<file path="src/rtl/cpu_pkg.sv">
// Shared CPU definitions: opcode constants, control-FSM state encodings and the
// issue-FSM state type used by the instruction issue stage.
package cpu_pkg;

  localparam logic [3:0] OP_LOAD   = 4'h0;
  localparam logic [3:0] OP_MOV    = 4'h1;
  localparam logic [3:0] OP_ADD    = 4'h2;
  localparam logic [3:0] OP_SUB    = 4'h3;
  localparam logic [3:0] OP_XOR    = 4'h4;
  localparam logic [3:0] OP_LDPC   = 4'h5;
  localparam logic [3:0] OP_BRANCH = 4'h6;
  localparam logic [3:0] OP_MAX    = 4'h6;

  localparam logic [3:0] S0 = 4'b0000;
  localparam logic [3:0] S1 = 4'b0001;

  typedef enum logic [1:0] {
    ISS_IDLE  = 2'd0,
    ISS_ISSUE = 2'd1,
    ISS_WAIT  = 2'd2
  } issue_state_e;

  function automatic logic is_legal_op(input logic [15:0] word);
    return word[15:12] <= OP_MAX;
  endfunction

endpackage

</file>
<file path="src/rtl/instr_fifo.sv">
// Synchronous DEPTH x W instruction FIFO with push/pop/flush. Pointers carry one
// extra wrap bit so full and empty are distinguishable without a counter.
module instr_fifo #(
  parameter int DEPTH = 4,
  parameter int W     = 16
) (
  input  logic         clk,
  input  logic         rst_n,
  input  logic         push_i,
  input  logic         pop_i,
  input  logic         flush_i,
  input  logic [W-1:0] wdata_i,
  output logic [W-1:0] rdata_o,
  output logic         full_o,
  output logic         empty_o
);

  localparam int AW = $clog2(DEPTH);

  logic [AW:0]  wr_q, rd_q;
  logic [AW:0]  wr_d, rd_d;
  logic [W-1:0] mem_q [DEPTH];

  always_comb begin
    wr_d = push_i ? wr_q + 1'b1 : wr_q;
    rd_d = rd_q;
    if (flush_i)    rd_d = wr_d;
    else if (pop_i) rd_d = rd_q + 1'b1;
  end

  always_ff @(posedge clk or negedge rst_n) begin
    if (!rst_n) begin
      wr_q <= '0;
      rd_q <= '0;
    end else begin
      wr_q <= wr_d;
      rd_q <= rd_d;
    end
  end

  // Storage carries no reset; occupancy is defined purely by the pointers.
  always_ff @(posedge clk) begin
    if (push_i) mem_q[wr_q[AW-1:0]] <= wdata_i;
  end

  assign rdata_o = mem_q[rd_q[AW-1:0]];
  assign empty_o = (wr_q == rd_q);
  assign full_o  = (wr_q[AW] != rd_q[AW]) && (wr_q[AW-1:0] == rd_q[AW-1:0]);

endmodule

</file>
<file path="src/rtl/instr_issue.sv">
// Instruction issue stage: queues incoming words and hands one at a time to the
// control FSM. Optional opcode filtering is enabled by INSTR_ILLEGAL_FILTER_EN.
module instr_issue
  import cpu_pkg::*;
#(
  parameter int DEPTH = 4
) (
  input  logic        clk,
  input  logic        resetn,
  input  logic [15:0] din,
  input  logic        din_valid,
  output logic        din_ready,
  input  logic        flush,
  input  logic [3:0]  state,
  output logic [15:0] instr,
  output logic        new_instr,
  output logic        busy,
  output logic [15:0] issue_cnt,
  output logic        illegal
);

  logic         rst_meta_q, rst_n_q;
  logic         fifo_full, fifo_empty, push, pop, head_legal;
  logic [15:0]  head;
  issue_state_e fsm_q;
  logic [15:0]  instr_q, cnt_q;
  logic         new_instr_q, busy_q;

  // Assert asynchronously, release two clk edges later.
  always_ff @(posedge clk or negedge resetn) begin
    if (!resetn) begin
      rst_meta_q <= 1'b0;
      rst_n_q    <= 1'b0;
    end else begin
      rst_meta_q <= 1'b1;
      rst_n_q    <= rst_meta_q;
    end
  end

  assign din_ready = !fifo_full && !flush;
  assign push      = din_valid && din_ready;
  assign pop       = !fifo_empty && (state == S0) &&
                     ((fsm_q == ISS_IDLE) || (fsm_q == ISS_WAIT));

  instr_fifo #(.DEPTH(DEPTH), .W(16)) u_fifo (
    .clk     (clk),
    .rst_n   (rst_n_q),
    .push_i  (push),
    .pop_i   (pop),
    .flush_i (flush),
    .wdata_i (din),
    .rdata_o (head),
    .full_o  (fifo_full),
    .empty_o (fifo_empty)
  );

`ifdef INSTR_ILLEGAL_FILTER_EN
  logic illegal_q;

  assign head_legal = is_legal_op(head);

  always_ff @(posedge clk or negedge rst_n_q) begin
    if (!rst_n_q)                 illegal_q <= 1'b0;
    else if (pop && !head_legal)  illegal_q <= 1'b1;
  end

  assign illegal = illegal_q;
`else
  assign head_legal = 1'b1;
  assign illegal    = 1'b0;
`endif

  // WAIT shares the pop path with IDLE so a returning state==S0 issues at once.
  always_ff @(posedge clk or negedge rst_n_q) begin
    if (!rst_n_q) begin
      fsm_q       <= ISS_IDLE;
      instr_q     <= 16'h0000;
      new_instr_q <= 1'b0;
      busy_q      <= 1'b0;
      cnt_q       <= 16'h0000;
    end else begin
      case (fsm_q)
        ISS_IDLE, ISS_WAIT: begin
          if (pop && head_legal) begin
            instr_q     <= head;
            new_instr_q <= 1'b1;
            busy_q      <= 1'b1;
            fsm_q       <= ISS_ISSUE;
          end else if (pop || (state == S0)) begin
            busy_q <= 1'b0;
            fsm_q  <= ISS_IDLE;
          end
        end
        ISS_ISSUE: begin
          new_instr_q <= 1'b0;
          cnt_q       <= cnt_q + 16'd1;
          fsm_q       <= ISS_WAIT;
        end
        default: begin
          busy_q <= 1'b0;
          fsm_q  <= ISS_IDLE;
        end
      endcase
    end
  end

  assign instr     = instr_q;
  assign new_instr = new_instr_q;
  assign busy      = busy_q;
  assign issue_cnt = cnt_q;

endmodule

</file>
<file path="config.mk">
export PLATFORM = sky130hd
export DESIGN_NAME = instr_issue
export DESIGN_NICKNAME = d
export VERILOG_FILES = /design/src/rtl/cpu_pkg.sv /design/src/rtl/instr_fifo.sv /design/src/rtl/instr_issue.sv
export SDC_FILE = /design/constraint.sdc
export NUM_CORES = 1
export LEC_CHECK = 0
export ABC_AREA = 0
export CELL_PAD_IN_SITES_DETAIL_PLACEMENT = 1
export CELL_PAD_IN_SITES_GLOBAL_PLACEMENT = 2
export CORE_MARGIN = 2
export CORE_UTILIZATION = 43
export DETAILED_ROUTE_END_ITERATION = 7
export GPL_TIMING_DRIVEN = 0
export PLACE_DENSITY = 0.84
export REMOVE_ABC_BUFFERS = 1
export SKIP_CTS_REPAIR_TIMING = 1
export SLEW_MARGIN = 20
export SYNTH_ARGS = -nofsm -noshare
export SYNTH_HDL_FRONTEND = slang
export SYNTH_SLANG_ARGS = --single-unit
</file>
<file path="constraint.sdc">
create_clock -name clk -period 3.7 [get_ports clk]
set_clock_uncertainty 0.1 [all_clocks]
set_input_delay 0.74 -clock clk [delete_from_list [all_inputs] [get_ports clk]]
set_output_delay 0.74 -clock clk [all_outputs]
set_load 0.01 [all_outputs]
</file>
==> results <==
- The min-delay analysis places its worst path in the category register to asynchronous set/reset pin.
- The final worst setup slack is 0.594 ns.
- STA puts the critical path data required time at about 2.9 ns.
- Clock latency on the worst-skew pair, taken at its later pin, is 0.37 ns.
- The data arrival at the endpoint of the critical path is 2.27 ns.
- The mapped cell area is 4330 µm².
- The initial utilization of the core area, before any placement, comes to 0.443.
- Leaving out fill and tap cells, the most frequent cells in the layout are 64 x edfxtp_1, 58 x clkdlybuf4s50_1, 42 x dfrtp_1, 15 x xnor2_1, 15 x mux2_4.
- The wire length of the first global-routing pass is 12300 µm.
- Fill cells in the final layout number 925.
- After global routing the overflow that remains totals 0.
- The remaining antenna violation count after routing is 0.
- The area enclosed by the die boundary is around 11000 µm².
- The average instance in the mapped netlist occupies 18.7 µm².
- The area growth from synthesis to layout is 20.9%.
- The area taken by multi-input logic gates is 1220 µm².
- The number of global-route vias before repair is between 2000 and 2500.
- The chip height is 104 µm.
- The number of buffers added by the clock tree synthesis step is 9.
- The final number of hold-violating endpoints is 0.
- The category of the worst setup path launch point is a register.
- The count of mapped cells out of synthesis is 231.
- The sink count of the clock tree is between 100 and 150.
- The root buffer selected by CTS is clkbuf_8.
- The highest net fanout along the worst path is 19.
- Setup violations remaining at the end of the flow were counted as 0.
- After routing, the total negative slack on setup checks comes to 0 ns.
- The clock period could shrink to 3.11 ns.
- No sink is reached through more buffers than the 2 on the longest clock path.
- The max-capacitance violation count is 0.
- The endpoint of the most critical register-to-register path is u_fifo.mem_q[3][11].
- The type of element capturing the critical path is an output pin.
- Of the synthesized area, sequential elements account for 0.699.
- The launch point of the worst reg-to-reg path is u_fifo.rd_q[1].
- Once layout is done, the placed cells without fillers occupy 5230 µm².
- The detailed placer's ending HPWL is 5000 µm.
- The tightest slew margin relative to the limit is 0.354.
- The reg-to-reg setup timing slack is 0.73 ns.
- The pre-CTS setup slack is about 0.50 ns.
- By area the synthesized netlist is led by edfxtp_1 44%, dfrtp_1 25%, mux4_2 6.2%.
- The critical path is of the register to output pin type.
- For this design the top-level I/O count stands at 60.
- The total power is about 3.4 mW.
- Dividing the final minimum period by the clock period gives 0.840.
- The largest area contributor in the netlist is edfxtp_1.
- Routability-driven placement finished with a final weighted congestion of 0.744.
- The number of warnings issued by yosys is 0.
- The number of optimization iterations in the first detailed-route pass is 4.
- Summing all placed instances gives a cell area of 5030 µm².
- Static timing analysis puts the maximum clock frequency at approximately 320 MHz.
- The core footprint is around 9800 µm².
- The cell area power density is 650 nW/µm².
- In this run the number of H-tree levels came out at 3.
- The maximum ir drop on the vdd rail is 0.000287 V.
- After clock tree synthesis, the clock-pin slew on the worst setup and hold paths is 0.10 ns.
- The total wire length after detailed routing is 7750 µm.
- The routed wirelength normalized by instance count is around 18 µm.
- Measured in cells, the most critical reg-to-reg path has a length of 3.
- The number of storage elements in the synthesis netlist is 108.
- The count of unresolved DRC violations after routing is 0.
- The area share of the largest cell type after synthesis is 0.444.
- The total number of placement rows is 36.
- Detailed routing inserted a total of between 2000 and 2500 vias.
- The analysis attributes to cell leakage a power of 2.00 nW.
- In the final layout, flip-flops and latches occupy approximately 3000 µm².
- At the pin with the least slew margin, the transition time is 0.969 ns.
- TritonCTS built the clock tree.
- The number of violations reported at the end of detailed-routing iteration 0 is 92.
- The flow ran to the end, and the final reports show no timing, DRC or antenna violations.
- The aggregate global-route resource usage is 0.153.
- In the final layout, the share of cells above drive strength 1 is 0.171.
- Setup repair after global routing left no endpoint under its margin.
- The final max-slew violation count came to 0.
- The horizontal die dimension is 104 µm.
- Port buffering added 58 buffers.
- The netlist uses 39 different library cells.
- The number of inserted diodes is 0.
- The most common library cell in the layout ignoring fill and taps is edfxtp_1.
- The number of antenna violations at the first check in global routing was 0.
- The average via count per standard cell is 5.00.
- The pin count of the biggest net entering global routing is 26.
- At the end of the flow, the number of nets in the layout was around 320.
==> report_power, final <==
part | internal, mW | total [mW] | switching [mW] | leakage, nW
combinational | 0.593 | 0.922 | 0.328 | 0.762
sequential | 1.52 | 1.76 | 0.237 | 1.14
clock | 0.329 | 0.720 | 0.391 | 0.101
==> registers in the layout, summed over array words and instances (netlist names) <==
| name | cells |
|---|---|
| busy | 1 |
| fsm_q | 2 |
| instr | 16 |
| issue_cnt | 16 |
| new_instr | 1 |
| rst_meta_q | 1 |
| rst_n_q | 1 |
| u_fifo.mem_q | 64 |
| u_fifo.rd_q | 3 |
| u_fifo.wr_q | 3 |
==> synth_stat cells, drive strengths merged <==
| cell type | count |
|---|---|
| a311o | 1 |
| a311oi | 1 |
| a31oi | 1 |
| and2 | 5 |
| and3 | 2 |
| and4 | 3 |
| and4b | 1 |
| buf | 7 |
| clkbuf | 1 |
| conb | 2 |
| dfrtp | 44 |
| edfxtp | 64 |
| ha | 6 |
| inv | 6 |
| mux2 | 17 |
| mux2i | 2 |
| mux4 | 16 |
| nand2 | 10 |
| nand2b | 1 |
| nand3 | 4 |
| nand4 | 3 |
| nor2b | 2 |
| nor3 | 1 |
| o211ai | 1 |
| o21a | 1 |
| o21ai | 3 |
| o22a | 1 |
| o31a | 1 |
| or2 | 1 |
| or3 | 1 |
| xnor2 | 17 |
| xor2 | 5 |
==> cell families after synthesis <==
| family | synth area share |
|---|---|
| DFF | 0.699 |
| AOI/OAI and AO/OA | 0.0205 |
| buffers and inverters | 0.0194 |
| other | 0.00174 |
| and+or+nand+nor | 0.0457 |
| muxes | 0.149 |
| adders and majority gates | 0.0174 |
| xor gates and xnor gates | 0.0480 |
==> through the flow <==
stage               hold slack, ns  std cells   util
floorplan                    0.231        223      -
global placement             0.237        414  0.513
detailed placement           0.149        415  0.515
CTS                          0.142        431  0.535
global route                 0.158        431  0.535
finish                       0.120        431  0.535
==> cell type report <==
class                      count  share of cell area
clock inverter                 5              0.0101
clock buffer                  11              0.0270
inverter                       6             0.00431
multi-input combinational    109               0.233
timing repair buffer          59               0.115
tap                          133              0.0318
sequential                   108               0.579
==> critical path, stage by stage (launching register included) <==
cell and delay, ns:
dfrtp_1 0.93, xnor2_2 0.18, a31oi_1 0.22, clkdlybuf4s50_1 0.56
==> worst max path at each step <==
stage                   start                  to  depth (start not counted)
6_report       u_fifo.rd_q[1]           din_ready                          3
5_1_grt        u_fifo.rd_q[1]           din_ready                          3
2_1_floorplan  u_fifo.rd_q[0]  u_fifo.mem_q[3][0]                          3
3_3_place_gp   u_fifo.rd_q[0]  u_fifo.mem_q[3][2]                          3
4_1_cts        u_fifo.rd_q[1]           din_ready                          3
3_5_place_dp            flush  u_fifo.mem_q[3][2]                          3
==> per-layer routing <==
layer / share of wire / wire length, µm / global-route usage
met5: 0 / 0 / 0
met4: 0.021 / 164 / 0.0724
met3: 0.042 / 322 / 0.0320
met2: 0.52 / 4040 / 0.268
met1: 0.42 / 3220 / 0.179
Power figures use the tool's default switching activity.
